**src/rtl/lfsr_pkg.sv**
```systemverilog
// Shared types and helpers for the LFSR-based random draw unit.
// lfsr_next works on a fixed maximum width so any core width up to LFSR_MAX_W-1 can reuse it.
package lfsr_pkg;

   localparam int LFSR_MAX_W = 64;

   localparam logic [10:0] TAPS_11 = 11'h005;
   localparam logic [15:0] TAPS_16 = 16'hA011;

   typedef enum logic [1:0] {
      ST_IDLE = 2'd0,
      ST_DRAW = 2'd1,
      ST_HOLD = 2'd2
   } gen_state_e;

   // XNOR feedback into the top bit, shift right by one; bits above width stay zero
   function automatic logic [LFSR_MAX_W-1:0] lfsr_next(
      input logic [LFSR_MAX_W-1:0] d,
      input logic [LFSR_MAX_W-1:0] taps,
      input int                    width
   );
      logic                  fb;
      logic [LFSR_MAX_W-1:0] nxt;
      fb  = ~(^(d & taps));
      nxt = {1'b0, d[LFSR_MAX_W-1:1]} | ({{(LFSR_MAX_W-1){1'b0}}, fb} << (width - 1));
      return nxt;
   endfunction

endpackage

```
**src/rtl/lfsr_core.sv**
```systemverilog
// LFSR state register with feedback and all-ones lock-up substitution on load.
// Priority: reset, then load, then step; the state holds otherwise.
module lfsr_core
   import lfsr_pkg::*;
#(
   parameter int               WIDTH = 16,
   parameter logic [WIDTH-1:0] TAPS  = 16'hA011,
   parameter logic [WIDTH-1:0] SEED  = 16'h0ACE
) (
   input  logic             clk,
   input  logic             reset,
   input  logic             step,
   input  logic             load,
   input  logic [WIDTH-1:0] load_val,
   output logic [WIDTH-1:0] d
);

   localparam logic [WIDTH-1:0] ALL_ONES = {WIDTH{1'b1}};

   logic [WIDTH-1:0]      d_r;
   logic [WIDTH-1:0]      step_val_s;
   logic [WIDTH-1:0]      load_safe_s;
   logic [LFSR_MAX_W-1:0] next_full_s;
   logic                  unused_hi_s;

   // next-state and lock-up-safe load value
   always_comb begin
      next_full_s = lfsr_next(LFSR_MAX_W'(d_r), LFSR_MAX_W'(TAPS), WIDTH);
      step_val_s  = next_full_s[WIDTH-1:0];
      unused_hi_s = ^next_full_s[LFSR_MAX_W-1:WIDTH];
      if (load_val == ALL_ONES) begin
         load_safe_s = SEED;
      end else begin
         load_safe_s = load_val;
      end
   end

   // state register
   always_ff @(posedge clk) begin
      if (reset) begin
         d_r <= SEED;
      end else if (load) begin
         d_r <= load_safe_s;
      end else if (step) begin
         d_r <= step_val_s;
      end else begin
         d_r <= d_r;
      end
   end

   assign d = d_r;

endmodule

```
**src/rtl/lfsr_rand_gen_checker.sv**
```systemverilog
// Simulation-only property checks for lfsr_rand_gen: parameter legality, output range,
// LFSR lock-up avoidance and output stability under backpressure.
module lfsr_rand_gen_checker
   import lfsr_pkg::*;
#(
   parameter int               WIDTH     = 16,
   parameter logic [WIDTH-1:0] TAPS      = 16'hA011,
   parameter logic [WIDTH-1:0] SEED      = 16'h0ACE,
   parameter int               RANGE     = 4,
   parameter int               MAX_TRIES = 4,
   parameter int               OUT_BITS  = 2
) (
   input logic                clk,
   input logic                reset,
   input logic                out_ready,
   input logic                out_valid,
   input logic [OUT_BITS-1:0] rnd,
   input logic [WIDTH-1:0]    d
);

   localparam logic [WIDTH-1:0]  ALL_ONES  = {WIDTH{1'b1}};
   localparam logic [OUT_BITS:0] RANGE_EXT = (OUT_BITS + 1)'(RANGE);
   localparam bit PARAMS_OK = (WIDTH >= 2) && (WIDTH < LFSR_MAX_W) &&
                              ((^TAPS) == 1'b0) && (SEED != ALL_ONES) &&
                              (RANGE >= 1) && (longint'(RANGE) <= (64'sd1 <<< WIDTH)) &&
                              (MAX_TRIES >= 1) && (OUT_BITS <= WIDTH);

   logic                hold_prev_r;
   logic [OUT_BITS-1:0] rnd_prev_r;

   // remember whether the last cycle was a stalled valid output
   always_ff @(posedge clk) begin
      hold_prev_r <= out_valid && !out_ready && !reset;
      rnd_prev_r  <= rnd;
   end

   // invariant checks
   always @(posedge clk) begin
      if (!reset) begin
         assert (PARAMS_OK) else $error("lfsr_rand_gen: illegal parameter set");
         assert (d != ALL_ONES) else $error("lfsr_rand_gen: LFSR reached lock-up state");
         if (out_valid) begin
            assert ({1'b0, rnd} < RANGE_EXT) else $error("lfsr_rand_gen: rnd out of range");
         end
         if (hold_prev_r && out_valid) begin
            assert (rnd == rnd_prev_r) else $error("lfsr_rand_gen: rnd changed while stalled");
         end
      end
   end

endmodule

```
**src/rtl/lfsr_rand_gen.sv**
```systemverilog
// Uniform random draw over 0..RANGE-1 from an LFSR, using bounded rejection sampling
// and a req/valid/ready handshake; supports run-time reseeding.
module lfsr_rand_gen
   import lfsr_pkg::*;
#(
   parameter int               WIDTH     = 16,
   parameter logic [WIDTH-1:0] TAPS      = 16'hA011,
   parameter logic [WIDTH-1:0] SEED      = 16'h0ACE,
   parameter int               RANGE     = 4,
   parameter int               MAX_TRIES = 4,
   localparam int              OUT_BITS  = (RANGE > 1) ? $clog2(RANGE) : 1
) (
   input  logic                clk,
   input  logic                reset,
   input  logic                req,
   input  logic                out_ready,
   input  logic                seed_load,
   input  logic [WIDTH-1:0]    seed_in,
   output logic                out_valid,
   output logic [OUT_BITS-1:0] rnd,
   output logic                busy
);

   localparam int                  TRY_BITS  = (MAX_TRIES > 1) ? $clog2(MAX_TRIES) : 1;
   localparam logic [TRY_BITS-1:0] TRY_LAST  = TRY_BITS'(MAX_TRIES - 1);
   localparam logic [TRY_BITS-1:0] TRY_ONE   = TRY_BITS'(32'd1);
   localparam logic [TRY_BITS-1:0] TRY_ZERO  = {TRY_BITS{1'b0}};
   localparam logic [OUT_BITS:0]   RANGE_EXT = (OUT_BITS + 1)'(RANGE);
   localparam logic [OUT_BITS-1:0] RANGE_LOW = OUT_BITS'(RANGE);
   localparam logic [OUT_BITS-1:0] RND_ZERO  = {OUT_BITS{1'b0}};

   gen_state_e          state_r;
   logic [TRY_BITS-1:0] try_cnt_r;
   logic                out_valid_r;
   logic [OUT_BITS-1:0] rnd_r;
   logic                busy_r;

   logic [WIDTH-1:0]    d_s;
   logic                step_s;
   logic [OUT_BITS-1:0] cand_s;
   logic                cand_ok_s;

   lfsr_core #(
      .WIDTH (WIDTH),
      .TAPS  (TAPS),
      .SEED  (SEED)
   ) u_core (
      .clk      (clk),
      .reset    (reset),
      .step     (step_s),
      .load     (seed_load),
      .load_val (seed_in),
      .d        (d_s)
   );

   // candidate from the pre-step state; the LFSR advances on every DRAW cycle
   always_comb begin
      step_s    = (state_r == ST_DRAW);
      cand_s    = d_s[OUT_BITS-1:0];
      cand_ok_s = ({1'b0, cand_s} < RANGE_EXT);
   end

   // draw FSM, retry counter and output registers
   always_ff @(posedge clk) begin
      if (reset) begin
         state_r     <= ST_IDLE;
         try_cnt_r   <= TRY_ZERO;
         out_valid_r <= 1'b0;
         rnd_r       <= RND_ZERO;
         busy_r      <= 1'b0;
      end else if (seed_load) begin
         state_r     <= ST_IDLE;
         try_cnt_r   <= TRY_ZERO;
         out_valid_r <= 1'b0;
         busy_r      <= 1'b0;
      end else begin
         case (state_r)
            ST_IDLE: begin
               out_valid_r <= 1'b0;
               if (req) begin
                  state_r   <= ST_DRAW;
                  try_cnt_r <= TRY_ZERO;
                  busy_r    <= 1'b1;
               end else begin
                  busy_r    <= 1'b0;
               end
            end
            ST_DRAW: begin
               if (cand_ok_s) begin
                  rnd_r       <= cand_s;
                  out_valid_r <= 1'b1;
                  state_r     <= ST_HOLD;
               end else if (try_cnt_r == TRY_LAST) begin
                  // cand < 2^OUT_BITS <= 2*RANGE, so the folded value is in range
                  rnd_r       <= cand_s - RANGE_LOW;
                  out_valid_r <= 1'b1;
                  state_r     <= ST_HOLD;
               end else begin
                  try_cnt_r   <= try_cnt_r + TRY_ONE;
               end
            end
            ST_HOLD: begin
               if (out_ready) begin
                  out_valid_r <= 1'b0;
                  if (req) begin
                     state_r   <= ST_DRAW;
                     try_cnt_r <= TRY_ZERO;
                  end else begin
                     state_r   <= ST_IDLE;
                     busy_r    <= 1'b0;
                  end
               end else begin
                  out_valid_r <= 1'b1;
               end
            end
            default: begin
               state_r     <= ST_IDLE;
               try_cnt_r   <= TRY_ZERO;
               out_valid_r <= 1'b0;
               busy_r      <= 1'b0;
            end
         endcase
      end
   end

   assign out_valid = out_valid_r;
   assign rnd       = rnd_r;
   assign busy      = busy_r;

   lfsr_rand_gen_checker #(
      .WIDTH     (WIDTH),
      .TAPS      (TAPS),
      .SEED      (SEED),
      .RANGE     (RANGE),
      .MAX_TRIES (MAX_TRIES),
      .OUT_BITS  (OUT_BITS)
   ) u_checker (
      .clk       (clk),
      .reset     (reset),
      .out_ready (out_ready),
      .out_valid (out_valid_r),
      .rnd       (rnd_r),
      .d         (d_s)
   );

endmodule

```
**config.mk**
```make
export PLATFORM = sky130hd
export DESIGN_NAME = lfsr_rand_gen
export DESIGN_NICKNAME = d
export VERILOG_FILES = /design/src/rtl/lfsr_pkg.sv /design/src/rtl/lfsr_core.sv /design/src/rtl/lfsr_rand_gen_checker.sv /design/src/rtl/lfsr_rand_gen.sv
export SDC_FILE = /design/constraint.sdc
export NUM_CORES = 1
export LEC_CHECK = 0
export BUFFER_PORTS_ARGS = -buffer_cell sky130_fd_sc_hd__buf_2
export CORE_MARGIN = 2
export CORE_UTILIZATION = 50
export CTS_CLUSTER_DIAMETER = 60
export DETAILED_ROUTE_END_ITERATION = 12
export PLACE_DENSITY = 0.81
export SLEW_MARGIN = 15
export SYNTH_ARGS = -nofsm -noshare
export SYNTH_HDL_FRONTEND = slang
export SYNTH_SLANG_ARGS = --single-unit
```
**constraint.sdc**
```tcl
create_clock -name clk -period 3 [get_ports clk]
set_clock_uncertainty 0.1 [all_clocks]
set_input_delay 0.6 -clock clk [delete_from_list [all_inputs] [get_ports clk]]
set_output_delay 0.6 -clock clk [all_outputs]
set_load 0.05 [all_outputs]
```
== Word-level counts from Yosys, hierarchy flattened ==
Index checks and enable logic that the tools add are counted.

* Mux-type cells: 13
* Reduce and logical (&&, ||, !) cells: 7
* Bitwise operators: 4
* Equal/unequal tests: 6

{| class="wikitable"
|+ Operators by type and width
! cell !! number
|-
| 64-bit XOR reduction || 1
|-
| 16-bit two-way mux || 3
|-
| 16-bit equality test, second input constant || 1
|-
| 15-bit by 16-bit OR with 16-bit output || 1
|-
| 2-bit inequality test, second input constant || 3
|-
| 2-bit case mux with 3 select lines || 1
|-
| 1-bit two-way mux || 5
|-
| 2-bit two-way mux || 2
|-
| 2-bit AND reduction || 2
|-
| 1-bit inverter || 3
|-
| 1-bit case mux with 3 select lines || 1
|-
| 3-bit AND reduction || 1
|-
| 2-bit by 1-bit equality test with 1-bit output, second input constant || 1
|-
| 2-bit equality test, second input constant || 1
|-
| 2-bit zero test || 1
|-
| 1-bit case mux with 2 select lines || 1
|-
| 2-bit nonzero test || 1
|-
| 2-bit OR reduction || 1
|}

* Bits of input ports: 21
* Flip-flop bits (word level): 22

== Depth between registers and ports, before layout ==
* Word-level depth: 5
* Gate-level depth with buffers: 6
* Gate-level depth less buffers: 6

== By module ==
A second synthesis with hierarchy kept.

* Cell total of the unflattened synthesis: 113
* Area, all modules: 1151.1 µm²

{| class="wikitable"
|+ By module, submodules not included
! module !! area an instance (µm²) !! instances !! cells an instance
|-
| lfsr_core || 820.8 || 1 || 79
|-
| lfsr_rand_gen || 330.3 || 1 || 34
|}

== Least setup slack after synthesis ==
OpenSTA, ideal clock, no wires.

* Kind: input to register
* Start point: input seed_in[0]
* End point: register u_core.d_r[0] (netlist: u_core.d[0])
* Cell stages on the path: 4
* Required time: 2782 ps
* Slack: 1544 ps
* Arrival: 1238 ps
* Path buffers: 0
* Cell sequence: nand4_1 > nor4_2 > nor3b_2 > o2bb2ai_1

* Word-level cells in the longest chain between the ends: 3

{| class="wikitable"
|+ RTL lines
! what !! line !! source
|-
| start, declared || lfsr_rand_gen.sv:18 || <nowiki>input logic [WIDTH-1:0] seed_in,</nowiki>
|-
| 16-bit equality test || lfsr_core.sv:31 || <nowiki>if (load_val == ALL_ONES) begin</nowiki>
|-
| 16-bit two-way mux * || lfsr_core.sv:31 ||
|-
| 16-bit two-way mux * || lfsr_core.sv:42 || <nowiki>end else if (load) begin</nowiki>
|-
| end signal, assigned || lfsr_core.sv:43 || <nowiki>d_r <= load_safe_s;</nowiki>
|-
| end signal, assigned || lfsr_core.sv:45 || <nowiki>d_r <= step_val_s;</nowiki>
|-
| end signal, assigned || lfsr_core.sv:47 || <nowiki>d_r <= d_r;</nowiki>
|-
| end, declared || lfsr_core.sv:20 || <nowiki>logic [WIDTH-1:0] d_r;</nowiki>
|}

Mark *: on every way between the ends. The rest lies on a longest branch, timed or not.
A chain may end at the register's enable or synchronous reset.

== Worst setup path after layout ==
* Start point: register state_r[1]
* End point: register u_core.d_r[1] (netlist: u_core.d[1])

* Word-level cells in the longest chain between the ends: 2

{| class="wikitable"
|+ RTL lines
! what !! line !! source
|-
| start, declared || lfsr_rand_gen.sv:32 || <nowiki>gen_state_e state_r;</nowiki>
|-
| start signal, assigned || lfsr_rand_gen.sv:66 || <nowiki>state_r <= ST_IDLE;</nowiki>
|-
| start signal, assigned || lfsr_rand_gen.sv:72 || <nowiki>state_r <= ST_IDLE;</nowiki>
|-
| start signal, assigned || lfsr_rand_gen.sv:81 || <nowiki>state_r <= ST_DRAW;</nowiki>
|-
| 2-bit by 1-bit equality test with 1-bit output || lfsr_rand_gen.sv:58 || <nowiki>step_s = (state_r == ST_DRAW);</nowiki>
|-
| 2-bit nonzero test (no source line) || -- ||
|}

Every way passes these cells.

==> flow_summary_export.csv <==
group,metric,value,unit
run_status,outcome,"complete, no violations",
finish,fin_nets,152,
sta,setup_violations,0,
drt,routed_wirelength,2.15,mm
setup_path,crit_path_end_kind,"flip-flop",
drt,dr_total_vias,829,
setup_path,regToRegSetupSlack,1.08,ns
setup_path,r2r_cells,5,
setup_path,start_kind,"flip-flop",
clock_network,cts_hold_buf,0,
synthesis,synth_area,1110,um2
hold_path,hold_path.class,"input port to flip-flop",
global_routing,grt_pass1_wl,3.65,mm
global_routing,antenna_found_initial,0,
setup_path,crit_start,"state_r[1]$_SDFFE_PP0P_",
setup_path,cp.required,3.11,ns
job,maxCapViolations,0,
global_routing,grt-ovfl-total,0,
drt,wl_per_cell,14.0,um
synthesis,synthTopCellsByArea,"dfxtp_1 40%, mux2i_1 17%, mux2_2 7.1%",
synthesis,yosysTopAreaCellShare,39.7,%
die,die_area,2610,um2
pwr,peakVddDrop,285,uV
synthesis,ys_warn_count,0,
setup_path,path_max_fanout,16,
sta,tightest_slew,0.723,ns
clock_network,clockBufferDepth,2,
synthesis,ys_seq_area_share,39.7,%
place,io_buffers,24,
die,coreArea,2150,um2
synthesis,synth_seq_cells,22,
die,fp.dieH,51.1,um
drt,first_iter_violations,5,
sta,period_minus_slack,1.92,ns
setup_path,r2r-end,"u_core.d[1]$_SDFFE_PP1P_",
global_routing,grt_max_degree,17,
die,num_rows,17,
sta,hold_violations,0,
clock_network,cts_sinks,22,
die,ios,25,
sta,relSlewSlack,51.8,%
setup_path,cp-endpoint,"u_core.d[1]$_SDFFE_PP1P_",
clock_network,cts_max_level,1,
die,start_util,51.7,%
finish,instances_no_fill,154,
clock_network,cts_resized,0,
finish,areaGrowthSynthToFinish,14.3,%
clock_network,numCtsBuffers,3,
drt,drc_errors,0,
setup_path,arrival,2.03,ns
finish,final_cell_mix,"24 x buf_2, 22 x dfxtp_1, 19 x mux2i_1, 9 x o2bb2ai_1, 8 x nand2b_1",
pwr,power_density,455,nW/um2
synthesis,synth_area_leader_cell,"dfxtp_1",
sta,tns,0,ns
synthesis,synth_fp_nets,127,
place,gp_congestion,0.760,
finish,num_antenna_cells,0,
synthesis,async_flop_share,0,%
setup_path,path_class,"flip-flop to flip-flop",
synthesis,synth-edff-count,0,
place,placed_cells,150,
sta,slew_violations,0,
clock_network,cts_setup_buffers,0,
synthesis,synth_cells,102,
pwr,p_leak,0.515,nW
drt,ant_nets,0,
clock_network,clk_latency,0.32,ns
sta,fmax,522,MHz
clock_network,clk_pin_slew_worst_paths,0.13,ns
sta,rsz0062_at_grt,"false",
clock_network,cts_tree,"done",
clock_network,clockRootBuffer,"clkbuf_4",
place,dp_hpwl,1.61,mm
finish,drive_above_1_share,30.2,%
synthesis,synth_flop_cell,"dfxtp_1",
finish,final_common_cell,"buf_2",
synthesis,synth.avg_cell_area,10.9,um2
die,die_w,51.1,um
drt,dr.pass1.iters,4,
sta,finalCritPeriodShare,63.9,%
drt,via_per_inst,5.38,
setup_path,timing.rr.start,"state_r[1]$_SDFFE_PP0P_",
global_routing,grt_pass1_vias,830,
global_routing,track_usage,19.0,%
synthesis,ys_types,26,
==> through the flow <==
stage	utilization (%)	power [W]	hold slack (ns)	setup slack, ns	instance area, um2
2_1_floorplan	-	0.000390	0.382	1.54	1110
3_3_place_gp	57.4	0.000414	0.356	1.23	1230
3_5_place_dp	57.4	0.000418	0.379	1.16	1230
4_1_cts	59.1	0.000584	0.382	1.10	1270
5_1_grt	59.1	0.000606	0.394	0.973	1270
6_report	59.1	0.000578	0.389	1.08	1270
==> worst max-delay path: stages (launching register included) <==
cell,delay [ns]
dfxtp_1,0.36
inv_1,0.08
ha_1,0.62
mux2_2,0.41
mux2i_1,0.16
nand2b_1,0.07
==> final cells by class <==
class / instances / area, um2
Fill cell: 194 / 880
Sequential cell: 22 / 440
Tap cell: 28 / 35.0
Multi-Input combinational cell: 72 / 618
Timing Repair Buffer: 25 / 128
Clock buffer: 4 / 36.3
Inverter: 3 / 11.3
==> how the worst min path moves through the flow <==
stage                                   startpoint                        end  slack (ns)  depth (start not counted)
after global placement           busy$_SDFFE_PP0P_          busy$_SDFFE_PP0P_        0.36                          2
after CTS                              seed_in[12]  u_core.d[12]$_SDFFE_PP0P_        0.38                          2
after floorplan           u_core.d[1]$_SDFFE_PP1P_        rnd[1]$_SDFFE_PP0P_        0.38                          2
final                                  seed_in[12]  u_core.d[12]$_SDFFE_PP0P_        0.39                          2
after global routing                   seed_in[12]  u_core.d[12]$_SDFFE_PP0P_        0.39                          2
after detailed placement         busy$_SDFFE_PP0P_          busy$_SDFFE_PP0P_        0.38                          2
==> flip-flops by register name, summed over array words and instances, names as in the netlist <==
signal / count
u_core.d: 16
rnd: 2
state_r: 2
busy: 1
out_valid: 1
==> metal layers <==
layer | part of all wire (%) | up-vias | track usage, %
met5 | 0 | - | 0
li1 | - | 415 | -
met1 | 47 | 389 | 23.3
met2 | 47 | 20 | 32.0
met4 | 2.2 | 0 | 9.46
met3 | 4.1 | 5 | 2.92
==> report_power, final <==
group / leakage [nW] / internal, W / total (W) / switching (W)
Clock: 0.0210 / 0.0000742 / 0.000166 / 0.0000921
Sequential: 0.181 / 0.000309 / 0.000320 / 0.0000103
Combinational: 0.313 / 0.0000475 / 0.0000918 / 0.0000443
==> synth_stat cells, drive strengths merged, types with 2 or more instances <==
library cell and count:
inv 3, ha 4, nor3b 2, buf 5
nand2b 8, o2bb2ai 9, mux2 7, a21oi 3
mux2i 19, nand4 4, nor2 5, dfxtp 22
==> kinds of logic (layout without fill, tap and decap cells) <==
family	count (synthesis)	in the layout	synth area share, %
adders and majority gates	4	4	4.51
xor gates and xnor gates	2	2	2.82
DFF	22	22	39.7
muxes	26	26	24.2
AOI/OAI and AO/OA	14	14	9.58
and+or+nand+nor	26	26	14.5
buffers and inverters	8	32	4.62
No activity file was read; power rests on OpenSTA's default activity.
